--- src/rtl/ps2_keypad_pkg.sv ---
// ps2_keypad_pkg: shared scancodes, joystick bit indices and key count for the PS/2 keypad path
package ps2_keypad_pkg;
  localparam int NUM_KEYS = 20;
  localparam logic [7:0] SC_RIGHT = 8'h74;
  localparam logic [7:0] SC_LEFT  = 8'h6B;
  localparam logic [7:0] SC_DOWN  = 8'h72;
  localparam logic [7:0] SC_UP    = 8'h75;
  localparam logic [7:0] SC_FIRE1 = 8'h14;
  localparam logic [7:0] SC_FIRE2 = 8'h11;
  localparam logic [7:0] SC_STAR  = 8'h4E;
  localparam logic [7:0] SC_HASH  = 8'h55;
  localparam logic [7:0] SC_D0    = 8'h45;
  localparam logic [7:0] SC_D1    = 8'h16;
  localparam logic [7:0] SC_D2    = 8'h1E;
  localparam logic [7:0] SC_D3    = 8'h26;
  localparam logic [7:0] SC_D4    = 8'h25;
  localparam logic [7:0] SC_D5    = 8'h2E;
  localparam logic [7:0] SC_D6    = 8'h36;
  localparam logic [7:0] SC_D7    = 8'h3D;
  localparam logic [7:0] SC_D8    = 8'h3E;
  localparam logic [7:0] SC_D9    = 8'h46;
  localparam logic [7:0] SC_BTN18 = 8'h1A;
  localparam logic [7:0] SC_BTN19 = 8'h22;
  localparam logic [4:0] JB_RIGHT = 5'd0;
  localparam logic [4:0] JB_LEFT  = 5'd1;
  localparam logic [4:0] JB_DOWN  = 5'd2;
  localparam logic [4:0] JB_UP    = 5'd3;
  localparam logic [4:0] JB_FIRE1 = 5'd4;
  localparam logic [4:0] JB_FIRE2 = 5'd5;
  localparam logic [4:0] JB_STAR  = 5'd6;
  localparam logic [4:0] JB_HASH  = 5'd7;
  localparam logic [4:0] JB_D0    = 5'd8;
  localparam logic [4:0] JB_BTN18 = 5'd18;
  localparam logic [4:0] JB_BTN19 = 5'd19;
endpackage

--- src/rtl/ps2_keypad_joy_decode.sv ---
// ps2_scancode_decode: maps {ext, code} to a joystick bit index, valid=0 for unmapped keys
// ports: ext/code in (PS/2 extended flag and scancode), valid/idx out (combinational)
module ps2_scancode_decode
  import ps2_keypad_pkg::*;
(
  input  logic       ext,
  input  logic [7:0] code,
  output logic       valid,
  output logic [4:0] idx
);
  always_comb begin
    valid = 1'b1;
    idx = '0;
    case ({ext, code})
      {1'b1, SC_RIGHT}: idx = JB_RIGHT;
      {1'b1, SC_LEFT}:  idx = JB_LEFT;
      {1'b1, SC_DOWN}:  idx = JB_DOWN;
      {1'b1, SC_UP}:    idx = JB_UP;
      {1'b0, SC_FIRE1}: idx = JB_FIRE1;
      {1'b0, SC_FIRE2}: idx = JB_FIRE2;
      {1'b0, SC_STAR}:  idx = JB_STAR;
      {1'b0, SC_HASH}:  idx = JB_HASH;
      {1'b0, SC_D0}:    idx = JB_D0;
      {1'b0, SC_D1}:    idx = JB_D0 + 5'd1;
      {1'b0, SC_D2}:    idx = JB_D0 + 5'd2;
      {1'b0, SC_D3}:    idx = JB_D0 + 5'd3;
      {1'b0, SC_D4}:    idx = JB_D0 + 5'd4;
      {1'b0, SC_D5}:    idx = JB_D0 + 5'd5;
      {1'b0, SC_D6}:    idx = JB_D0 + 5'd6;
      {1'b0, SC_D7}:    idx = JB_D0 + 5'd7;
      {1'b0, SC_D8}:    idx = JB_D0 + 5'd8;
      {1'b0, SC_D9}:    idx = JB_D0 + 5'd9;
      {1'b0, SC_BTN18}: idx = JB_BTN18;
      {1'b0, SC_BTN19}: idx = JB_BTN19;
      default:          valid = 1'b0;
    endcase
  end
endmodule

--- src/rtl/ps2_keypad_joy.sv ---
// ps2_keypad_joy: turns PS/2 key events into a held-key joystick word with SOCD resolution and autofire
// ports: clk_sys/reset (async, active-high), ps2_key event word, joy_i passthrough,
//        autofire_en, clear_i (sync release-all), joy_o merged word, key_evt_o accept pulse
module ps2_keypad_joy
  import ps2_keypad_pkg::*;
#(
  parameter int AUTOFIRE_DIV = 178977,
  parameter int CNT_W = 18
) (
  input  logic        clk_sys,
  input  logic        reset,
  input  logic [10:0] ps2_key,
  input  logic [31:0] joy_i,
  input  logic        autofire_en,
  input  logic        clear_i,
  output logic [31:0] joy_o,
  output logic        key_evt_o
);
  logic tog_q, tog_d, arm_q, arm_d, last_h_q, last_h_d, last_v_q, last_v_d;
  logic phase_q, phase_d, evt_q, evt_d;
  logic [NUM_KEYS-1:0] keys_q, keys_d, res;
  logic [CNT_W-1:0] cnt_q, cnt_d;
  logic [31:0] joy_q, joy_d;
  logic hit_valid, evt, press, run, wrap;
  logic [4:0] hit_idx;
  ps2_scancode_decode u_dec (
    .ext(ps2_key[8]),
    .code(ps2_key[7:0]),
    .valid(hit_valid),
    .idx(hit_idx)
  );
  // arm_q suppresses a false event on the first sample after reset
  assign evt = arm_q & (ps2_key[10] != tog_q) & hit_valid;
  assign press = evt & ps2_key[9];
  assign run = autofire_en & keys_q[JB_FIRE1];
  assign wrap = cnt_q == CNT_W'(AUTOFIRE_DIV - 1);
  always_comb begin
    tog_d = ps2_key[10];
    arm_d = 1'b1;
    keys_d = keys_q;
    if (evt) keys_d[hit_idx] = ps2_key[9];
    if (clear_i) keys_d = '0;
    // last_h: 1 = left pressed last; last_v: 1 = up pressed last
    last_h_d = clear_i ? 1'b0 : (press & hit_idx == JB_RIGHT) ? 1'b0 :
               (press & hit_idx == JB_LEFT) ? 1'b1 : last_h_q;
    last_v_d = clear_i ? 1'b0 : (press & hit_idx == JB_DOWN) ? 1'b0 :
               (press & hit_idx == JB_UP) ? 1'b1 : last_v_q;
    cnt_d = (clear_i | ~run | wrap) ? '0 : cnt_q + 1'b1;
    phase_d = (clear_i | ~run) ? 1'b0 : phase_q ^ wrap;
    res = keys_q;
    res[JB_RIGHT] = keys_q[JB_RIGHT] & ~(keys_q[JB_LEFT] & last_h_q);
    res[JB_LEFT] = keys_q[JB_LEFT] & ~(keys_q[JB_RIGHT] & ~last_h_q);
    res[JB_DOWN] = keys_q[JB_DOWN] & ~(keys_q[JB_UP] & last_v_q);
    res[JB_UP] = keys_q[JB_UP] & ~(keys_q[JB_DOWN] & ~last_v_q);
    res[JB_FIRE1] = keys_q[JB_FIRE1] & (~autofire_en | ~phase_q);
    joy_d = {12'b0, res} | joy_i;
    evt_d = evt & ~clear_i;
  end
  always_ff @(posedge clk_sys or posedge reset) begin
    if (reset) begin
      tog_q <= 1'b0;
      arm_q <= 1'b0;
      keys_q <= '0;
      last_h_q <= 1'b0;
      last_v_q <= 1'b0;
      cnt_q <= '0;
      phase_q <= 1'b0;
      joy_q <= '0;
      evt_q <= 1'b0;
    end else begin
      tog_q <= tog_d;
      arm_q <= arm_d;
      keys_q <= keys_d;
      last_h_q <= last_h_d;
      last_v_q <= last_v_d;
      cnt_q <= cnt_d;
      phase_q <= phase_d;
      joy_q <= joy_d;
      evt_q <= evt_d;
    end
  end
  assign joy_o = joy_q;
  assign key_evt_o = evt_q;
endmodule
--- config.mk ---
export PLATFORM = sky130hd
export DESIGN_NAME = ps2_keypad_joy
export DESIGN_NICKNAME = d
export VERILOG_FILES = /design/src/rtl/ps2_keypad_pkg.sv /design/src/rtl/ps2_keypad_joy_decode.sv /design/src/rtl/ps2_keypad_joy.sv
export SDC_FILE = /design/constraint.sdc
export NUM_CORES = 1
export LEC_CHECK = 0
export ABC_AREA = 1
export CAP_MARGIN = 25
export CORE_MARGIN = 2
export CORE_UTILIZATION = 51
export CTS_CLUSTER_DIAMETER = 150
export DETAILED_ROUTE_END_ITERATION = 10
export PLACE_DENSITY_LB_ADDON = 0.3
export SLEW_MARGIN = 5
export SYNTH_ARGS = -nofsm -noshare
export SYNTH_HDL_FRONTEND = slang
export SYNTH_SLANG_ARGS = --single-unit
--- constraint.sdc ---
create_clock -name clk_sys -period 2.9 [get_ports clk_sys]
set_input_delay 0.435 -clock clk_sys [delete_from_list [all_inputs] [get_ports clk_sys]]
set_output_delay 0.435 -clock clk_sys [all_outputs]
set_load 0.005 [all_outputs]
==> reports/results.tsv, run 1 <==
stage	metric	value	unit
setup_path	cp-end-kind	register	
global_route	antenna_found_initial	0	
layout	diodes	0	
synthesis	synth.area.top_cells	dfrtp_1 51%, nand2_1 15%, nor2_1 7.7%	
global_route	first_global_vias	3086	
power	p_clk_share	42.4	%
power	p_seq_share	48.3	%
placed_design	gp_congestion	0.945	
sta	clock.fmax	429	MHz
detailed_routing	drtIter0Drc	194	
floorplan	rows	31	
floorplan	floorplan.die_area	7970	µm²
setup_path	critPathLaunchType	primary input	
synthesis	yosys_warnings	0	
detailed_routing	via_per_inst	4.90	
setup_path	path_class	primary input to register	
power	leakagePower	2.41	nW
sta	hold_slack	469	ps
sta	tightest_slew	728	ps
layout	drive_gt1_share	9.57	%
sta	period_share	80.3	%
synthesis	synth_most_common_cell	nand2_1	
status	status	complete, no violations	
sta	setup_violations	0	
synthesis	async_flop_share	100	%
detailed_routing	dr.pass1.iters	4	
synthesis	yosysTopAreaCell	dfrtp_1	
floorplan	pin_count	80	
clock_network	cts_setup_buffers	0	
synthesis	synth-main-ff-cell	dfrtp_1	
detailed_routing	ant_nets	0	
sta	max_slew_margin	51.4	%
worst_hold_path	min_path_type	register to register	
clock_network	cts_resized	0	
sta	drv_slew	0	
worst_hold_path	hold_path_depth	1	
setup_path	worst_path_max_delay_cell	clkdlybuf4s50_1	
sta	period_needed	2330	ps
placed_design	hpwl	6.33	mm
worst_hold_path	hold_path_end	joy_o[11]	
setup_path	crit_chain	clkdlybuf4s50_1 -> inv_2 -> nand3_1 -> nor2_1 -> nand2_1 -> nand4_1 -> nor2_2 -> nand2_4 -> nand2_4 -> inv_4 -> nand2_1 -> nand3_1 -> nand2_1	
sta	finalClockSkew	8.53	ps
worst_hold_path	min-delay-start	keys_q[11]	
setup_path	regToRegEndpoint	cnt_q[16]	
global_route	grt_max_degree	77	
global_route	overflow	0	
floorplan	die_h	89.3	µm
clock_network	cts_sinks	76	
setup_path	critPathRequiredTime	3130	ps
power	cellPowerDensity	464	nW/µm²
sta	hold_viol_final	0	
synthesis	ys_types	29	
sta	finalSetupTns	0	ps
setup_path	slowest_delay	570	ps
synthesis	postSynthCellCount	473	
clock_network	clockBufferDepth	2	
setup_path	reg2reg_from	cnt_q[0]	
power	max-vdd-ir-drop	259	µV
power	swShare	21.9	%
clock_network	cts-root-buf	clkbuf_8	
setup_path	r2r_cells	13	
global_route	track_usage	22.8	%
power	p_switching	0.492	mW
synthesis	avgSynthCellArea	7.84	µm²
synthesis	ys_seq_area_share	51.3	%
floorplan	start_util	52.0	%
sta	rsz0062_at_grt	no	
synthesis	syn-num-nets	522	
placed_design	port_buffers	79	
clock_network	clock_latency	350	ps
run	drv_cap	0	
layout	syn2layout_area_growth	30.9	%
setup_path	r2r_slack	740	ps
setup_path	cp_max_fo	19	
clock_network	cts_buffers	9	
layout	fin_nets	608	
clock_network	cts_tree	built	
power	p_comb_share	9.3	%
synthesis	synth_edf_count	0	
detailed_routing	dr_total_vias	3251	
synthesis	synth_commonest_cells	144 x nand2_1, 76 x dfrtp_1, 76 x nor2_1	
floorplan	core_area	7140	µm²
synthesis	synth_top_area_share	51.3	%
power	p_int	1.76	mW
detailed_routing	drc	0	
setup_path	crit_path_frequent_cell	nand2_1	
detailed_routing	routed_wl	8.29	mm
clock_network	postCtsHoldBufs	0	
detailed_routing	wl_per_cell	12.5	µm
synthesis	ys_ff_latch	76	
floorplan	die_x	89.3	µm
clock_network	cts-htree-levels	3	
clock_network	clk_pin_slew	80	ps
synthesis	synth_area	3710	µm²
setup_path	critical_path_arrival	2560	ps
global_route	grt_pass1_wl	13.9	mm
-- worst max-delay path by stage --
stage	end	slack [ps]	depth (start not counted)	from
2_1_floorplan	arm_q	530	1	reset
3_3_place_gp	keys_q[15]	180	13	ps2_key[8]
3_5_place_dp	keys_q[13]	210	13	ps2_key[8]
4_1_cts	keys_q[13]	570	13	ps2_key[8]
5_1_grt	keys_q[17]	400	12	ps2_key[8]
6_report	keys_q[13]	570	13	ps2_key[8]
-- flip-flops by register name, summed over array words and instances, names as in the netlist --
register   flops
phase_q        1
joy_o         32
arm_q          1
tog_q          1
keys_q        20
last_h_q       1
cnt_q         18
key_evt_o      1
last_v_q       1
-- metrics by stage --
stage | cell area (µm²) | std cells | power [mW] | utilization [%] | worst slack (ps)
finish | 4850 | 663 | 2.25 | 68.0 | 570
global route | 4850 | 663 | 2.35 | 68.0 | 395
CTS | 4850 | 663 | 2.27 | 68.0 | 568
detailed placement | 4610 | 647 | 1.32 | 64.6 | 206
global placement | 4610 | 647 | 1.32 | 64.6 | 175
floorplan | 3710 | 473 | 1.19 | - | 527
-- power groups by stage --
| stage | combinational [mW] | clock, mW | sequential [mW] |
|---|---|---|---|
| finish | 0.210 | 0.954 | 1.09 |
| global placement | 0.210 | 0 | 1.11 |
| detailed placement | 0.212 | 0 | 1.11 |
| floorplan | 0.0712 | 0 | 1.11 |
| CTS | 0.213 | 0.970 | 1.09 |
| global route | 0.232 | 1.02 | 1.09 |
-- worst max-delay path: cells and delay by family --
kind / cells / cell delay, ps
buffers and inverters: 3 / 930
and+or+nand+nor: 10 / 1200
-- layer usage --
layer	global-route usage, %	wire length [µm]
met1	29.1	3730
met2	37.4	4010
met3	6.28	390
met4	8.14	164
met5	0	0
-- placed cells by master (no fill, tap or decap), types with 6 or more instances in the layout --
master           count
a21oi_1              8
clkbuf_8            12
clkdlybuf4s50_1     79
dfrtp_1             76
inv_1               47
inv_2                6
nand2_1            144
nand3_1             30
nand4_1             16
nor2_1              76
nor2_2               7
nor3_1              10
or2_2               16
-- cell families (layout without fill, tap and decap cells) --
family / count (synthesis) / count (layout) / synth area share, %
adders and majority gates: 2 / 2 / 0.675
other: 1 / 1 / 0.101
and+or+nand+nor: 313 / 313 / 37.9
DFF: 76 / 76 / 51.3
buffers and inverters: 61 / 152 / 6.68
AOI/OAI and AO/OA: 16 / 16 / 2.40
xor gates and xnor gates: 4 / 4 / 0.945
-- final cells by class --
type,count,area (µm²)
tap,99,124
sequential,76,1900
fill,608,2280
clock inverter,4,77.6
multi-input combinational,336,1560
timing repair buffer,81,818
clock buffer,12,165
inverter,55,209
Power figures use the tool's default switching activity.
==> inputs of run 2 (changes only) <==
==> constraint.sdc (replaced) <==
create_clock -name clk_sys -period 2.3 [get_ports clk_sys]
set_input_delay 0.345 -clock clk_sys [delete_from_list [all_inputs] [get_ports clk_sys]]
set_output_delay 0.345 -clock clk_sys [all_outputs]
set_load 0.005 [all_outputs]
==> run 2 against run 1 <==
  * Die area unchanged
  * Non-clock buffer count up 30
  * Global-route usage up 0.79 points
  * Routed wire length up 3.4%
  * Worst setup slack worse by 420 ps
  * Clock skew down 0.86 ps
  * Hold slack worse by 55 ps
  * Design area up 5.0%
  * Critical endpoint is now keys_q[12]
  * Highest routed layer unchanged
==> reports/results.tsv, run 2 (synthesis results as in run 1) <==
stage	metric	value	unit	change
status	status	complete, no violations		
setup_path	r2r_slack	350	ps	-390 ps
sta	period_needed	2150	ps	
global_route	overflow	0		unchanged
clock_network	cts_resized	0		unchanged
global_route	first_global_vias	3238		+4.9%
setup_path	cp-end-kind	register		
placed_design	hpwl	6.52	mm	+3.0%
power	p_int	2.31	mW	+31%
setup_path	r2r_cells	13		unchanged
setup_path	crit_buf_inv	3		unchanged
sta	setup_violations	0		unchanged
clock_network	cts_setup_buffers	0		unchanged
sta	drv_slew	0		unchanged
floorplan	die_h	89.3	µm	unchanged
floorplan	core_area	7140	µm²	unchanged
power	p_clk_share	43.6	%	+1.2 points
setup_path	worst_path_max_delay_cell	clkdlybuf4s50_1		
power	swShare	21.2	%	-0.70 points
clock_network	clockBufferDepth	2		unchanged
setup_path	crit_path_frequent_cell	nand2_1		
clock_network	cts_sinks	76		unchanged
layout	fin_nets	638		+4.9%
power	p_comb_share	9.5	%	+0.2 points
setup_path	critPathRequiredTime	2540	ps	-590 ps
setup_path	critPathLaunchType	primary input		
global_route	grt_max_degree	77		unchanged
detailed_routing	route.met2.wl	4.26	mm	+6.2%
detailed_routing	dr.pass1.iters	5		+1
detailed_routing	routed_wl	8.57	mm	+3.4%
power	p_switching	0.619	mW	+26%
global_route	antenna_found_initial	0		unchanged
layout	syn2layout_area_growth	37.4	%	
setup_path	path_class	primary input to register		
detailed_routing	ant_nets	0		unchanged
detailed_routing	dr.max_layer_used	met4		
power	max-vdd-ir-drop	251	µV	-3.0%
clock_network	postCtsHoldBufs	0		unchanged
detailed_routing	wl_met1	3.67	mm	-1.6%
global_route	track_usage	23.6	%	+0.79 points
layout	largest_reg_flops	32		unchanged
sta	rsz0062_at_grt	no		
detailed_routing	dr_wl_met3	499	µm	+28%
clock_network	cts-root-buf	clkbuf_8		
setup_path	slowest_delay	500	ps	-70 ps
floorplan	start_util	52.0	%	unchanged
sta	finalSetupTns	0	ps	unchanged
clock_network	cts_buffers	9		unchanged
floorplan	die_x	89.3	µm	unchanged
layout	drive_gt1_share	14.1	%	+4.6 points
run	drv_cap	0		unchanged
floorplan	pin_count	80		unchanged
setup_path	crit_family	simple AND/OR/NAND/NOR gates		
layout	seqCellArea	1900	µm²	unchanged
detailed_routing	drc	0		unchanged
placed_design	placed_cell_area	4840	µm²	+4.9%
detailed_routing	wl_per_cell	12.4	µm	-1.0%
clock_network	clk_pin_slew	80	ps	about the same
placed_design	gp_congestion	0.947		+0.16%
power	cellPowerDensity	574	nW/µm²	+24%
setup_path	cp_max_fo	19		unchanged
setup_path	crit_chain	clkdlybuf4s50_1 -> inv_1 -> nand3_1 -> nor2_1 -> nand2_1 -> nand4_1 -> nor2_2 -> nand2_4 -> nand2_4 -> inv_4 -> nand2_1 -> nand3_1 -> nand2_1		
placed_design	port_buffers	79		unchanged
layout	final_common_cell	nand2_1		
detailed_routing	drtIter0Drc	226		+16%
layout	fillers	566		-6.9%
layout	final_cell_mix	144 x nand2_1, 79 x clkdlybuf4s50_1, 76 x nor2_1, 76 x dfrtp_1, 47 x inv_1		
global_route	grt_pass1_wl	14.5	mm	+4.7%
floorplan	rows	31		unchanged
worst_hold_path	min_path_type	primary input to asynchronous set/reset pin		
layout	diodes	0		unchanged
floorplan	floorplan.die_area	7970	µm²	unchanged
power	leakagePower	2.56	nW	+6.4%
clock_network	clock_latency	340	ps	about the same
clock_network	cts_tree	built		
layout	multi_input_area	1560	µm²	unchanged
setup_path	critical_path_arrival	2390	ps	-170 ps
power	p_seq_share	47.0	%	-1.3 points
sta	period_share	93.5	%	
sta	clock.fmax	465	MHz	
detailed_routing	dr_total_vias	3380		+4.0%
setup_path	regToRegEndpoint	cnt_q[16]		
sta	hold_viol_final	0		unchanged
layout	fin_area	5100	µm²	+5.0%
sta	finalClockSkew	7.67	ps	-0.860 ps
detailed_routing	via_per_inst	4.88		-0.53%
clock_network	cts-htree-levels	3		unchanged
setup_path	reg2reg_from	cnt_q[0]		
-- run 2: per-layer routing --
metal / track usage, % / vias up
met5: 0 / -
met4: 8.68 / 0
met3: 4.80 / 14
met2: 39.6 / 119
met1: 30.2 / 1539
li1: - / 1708
-- run 2: worst min-delay path, stage by stage --
cell and delay [ps]:
clkdlybuf4s50_1 420, inv_2 80, buf_12 330
-- run 2: layout make-up --
class                      instances  share of cell area (%)
multi-input combinational        336                    30.6
clock inverter                     5                    2.11
clock buffer                      11                    2.97
tap                               99                    2.43
inverter                          55                    4.10
sequential                        76                    37.3
timing repair buffer             111                    20.5
-- run 2: power groups by stage --
stage | Clock [mW] | Sequential (mW) | Combinational (mW)
after global placement | 0 | 1.40 | 0.276
after CTS | 1.30 | 1.37 | 0.280
after floorplan | 0 | 1.40 | 0.0898
after global routing | 1.36 | 1.38 | 0.306
after detailed placement | 0 | 1.40 | 0.279
final | 1.27 | 1.37 | 0.277
-- run 2: worst max-delay path by stage --
stage               start         end  cells past startpoint
2_1_floorplan       reset       arm_q                      1
3_3_place_gp   ps2_key[5]   keys_q[6]                     12
3_5_place_dp   ps2_key[5]  keys_q[10]                     12
4_1_cts        ps2_key[5]  keys_q[12]                     13
5_1_grt        ps2_key[5]  keys_q[15]                     13
6_report       ps2_key[5]  keys_q[12]                     13
-- run 2: through the flow --
step / worst slack (ps) / utilization [%] / power (mW) / cells / hold slack, ps
6_report: 150 / 71.4 / 2.92 / 693 / 414
5_1_grt: 30.3 / 71.4 / 3.04 / 693 / 416
4_1_cts: 227 / 71.4 / 2.96 / 693 / 415
3_5_place_dp: -143 / 67.8 / 1.68 / 677 / 456
3_3_place_gp: -124 / 67.8 / 1.68 / 677 / 452
2_1_floorplan: 16.7 / - / 1.49 / 473 / 376
==> inputs of run 3 (changes only) <==
--- a/config.mk
+++ b/config.mk
@@ -7,10 +7,10 @@
 export LEC_CHECK = 0
 export ABC_AREA = 1
 export CAP_MARGIN = 25
-export CORE_MARGIN = 2
 export CORE_UTILIZATION = 51
 export CTS_CLUSTER_DIAMETER = 150
 export DETAILED_ROUTE_END_ITERATION = 10
+export GPL_ROUTABILITY_DRIVEN = 0
 export PLACE_DENSITY_LB_ADDON = 0.3
 export SLEW_MARGIN = 5
 export SYNTH_ARGS = -nofsm -noshare
==> run 3 against run 2 <==
  * Routed wire length is 3.2% lower
  * Utilization is 0.48 points higher
  * Register-to-register slack better by 20 ps
  * Clock-buffer cell count is 1 lower
  * Combinational power is 3% lower
  * Clock skew is 3.3 ps higher
  * Critical path depth stayed put
  * Design area is 2.6% lower
==> reports/results.tsv, run 3 (synthesis results as in run 1) <==
stage	metric	value	unit	change
status	status	complete, no violations		
detailed_routing	wl_per_cell	12.2	µm	-1.4%
floorplan	pin_count	80		unchanged
global_route	grt_max_degree	38		-51%
detailed_routing	routed_wl	8.30	mm	-3.2%
sta	timing.final.ws_setup	249	ps	+99.2 ps
setup_path	cp_max_fo	19		unchanged
clock_network	clockBufferDepth	2		unchanged
detailed_routing	dr_total_vias	3357		-0.68%
setup_path	path_class	primary input to register		
clock_network	postCtsHoldBufs	0		unchanged
setup_path	worst_path_max_delay_cell	clkdlybuf4s50_1		
sta	period_share	89.2	%	-4.3 points
detailed_routing	ant_nets	0		unchanged
layout	drive_gt1_share	13.0	%	-1.1 points
floorplan	rows	30		-3.2%
clock_network	cts_sinks	76		unchanged
layout	final_common_cell	nand2_1		
detailed_routing	dr.pass1.iters	5		unchanged
setup_path	critPathLaunchType	primary input		
global_route	overflow	0		unchanged
setup_path	crit_path_frequent_cell	nand2_1		
sta	clock.fmax	488	MHz	+4.8%
sta	rsz0062_at_grt	no		
detailed_routing	drtIter0Drc	147		-35%
placed_design	dp.cells	664		-1.9%
power	max-vdd-ir-drop	389	µV	+55%
floorplan	start_util	53.7	%	+1.7 points
run	drv_cap	0		unchanged
clock_network	clock_latency	350	ps	about the same
setup_path	critPathRequiredTime	2530	ps	about the same
layout	diodes	0		unchanged
floorplan	core_area	6910	µm²	-3.2%
detailed_routing	via_per_inst	4.94		+1.2%
setup_path	crit_chain	clkdlybuf4s50_1 -> inv_2 -> nand2_1 -> nor2_1 -> nand2_1 -> nand4_1 -> nor2_2 -> nand2_4 -> nand2_4 -> inv_4 -> nand2_1 -> nand3_1 -> nand2_1		
sta	setup_violations	0		unchanged
layout	final_cell_mix	144 x nand2_1, 79 x clkdlybuf4s50_1, 76 x dfrtp_1, 74 x nor2_1, 47 x inv_1		
global_route	antenna_found_initial	0		unchanged
clock_network	cts_tree	built		
sta	hold_viol_final	0		unchanged
global_route	first_global_vias	3192		-1.4%
detailed_routing	drc	0		unchanged
clock_network	cts-htree-levels	3		unchanged
floorplan	die_h	87.3	µm	-2.2%
setup_path	slowest_delay	570	ps	+70 ps
layout	fillers	546		-3.5%
power	p_total	2.65	mW	-9.3%
worst_hold_path	min_path_type	primary input to asynchronous set/reset pin		
placed_design	hpwl	6.32	mm	-3.0%
setup_path	critical_path_arrival	2280	ps	-110 ps
layout	fin_nets	628		-1.6%
clock_network	clk_pin_slew	80	ps	about the same
sta	drv_slew	0		unchanged
placed_design	pre_cts_ws	-103	ps	+40.0 ps
global_route	grt_pass1_wl	14.2	mm	-2.3%
global_route	track_usage	24.1	%	+0.49 points
layout	fin_util	71.9	%	+0.48 points
sta	hold_slack	297	ps	-117 ps
layout	syn2layout_area_growth	33.9	%	
sta	finalClockSkew	10.9	ps	+3.26 ps
layout	largest_reg_flops	32		unchanged
clock_network	cts-root-buf	clkbuf_8		
floorplan	die_x	87.3	µm	-2.2%
floorplan	floorplan.die_area	7620	µm²	-4.4%
sta	finalSetupTns	0	ps	unchanged
layout	stdcell_count	680		-1.9%
placed_design	placed_cell_area	4760	µm²	-1.6%
sta	period_needed	2050	ps	-99.2 ps
clock_network	cts_buffers	9		unchanged
power	cellPowerDensity	535	nW/µm²	-6.9%
placed_design	port_buffers	79		unchanged
power	leakagePower	2.48	nW	-3.1%
setup_path	cp-end-kind	register		
layout	fin_area	4960	µm²	-2.6%
-- run 3: path summary, 6_finish.rpt --
check	slack, ps	depth (start not counted)	to	start
worst max register to register	370	13	cnt_q[16]	cnt_q[0]
max in group asynchronous	1440	3	keys_q[19]	reset
worst max-delay path	250	13	keys_q[18]	ps2_key[8]
min in group clk_sys	430	1	joy_o[29]	joy_i[29]
worst min-delay path	300	2	joy_o[25]	reset
worst min register to register	470	1	joy_o[13]	keys_q[13]
-- run 3: report_power, final --
| part | leakage [nW] | switching (mW) | total [mW] | internal, mW |
|---|---|---|---|---|
| Combinational | 1.40 | 0.118 | 0.270 | 0.152 |
| Clock | 0.0983 | 0.482 | 1.01 | 0.528 |
| Sequential | 0.983 | 0.00865 | 1.37 | 1.37 |
-- run 3: cell type report --
type | instances | area, µm² | share of cell area [%]
Clock buffer | 10 | 138 | 2.77
Clock inverter | 6 | 63.8 | 1.29
Inverter | 55 | 209 | 4.21
Multi-Input combinational cell | 336 | 1560 | 31.5
Sequential cell | 76 | 1900 | 38.3
Tap cell | 96 | 120 | 2.42
Timing Repair Buffer | 101 | 968 | 19.5
-- run 3: repair_timing --
| action | CTS | global route |
|---|---|---|
| endpoints found under the setup margin | 0 | 8 |
| resized for setup | 0 | 2 |
| setup buffers | 0 | 0 |
-- run 3: worst max-delay path: cells and delay by family --
family,cells,cell delay [ps]
buf+inv,3,920
simple gates,10,1010
-- run 3: metal layers --
| layer | vias to the layer above | share of wire, % | wire length (µm) | GRT usage (%) |
|---|---|---|---|---|
| met1 | 1544 | 45 | 3700 | 30.8 |
| met3 | 15 | 5.7 | 473 | 5.40 |
| li1 | 1690 | - | - | - |
| met2 | 108 | 48 | 3990 | 40.3 |
| met4 | 0 | 1.6 | 136 | 8.49 |
| met5 | - | 0 | 0 | 0 |
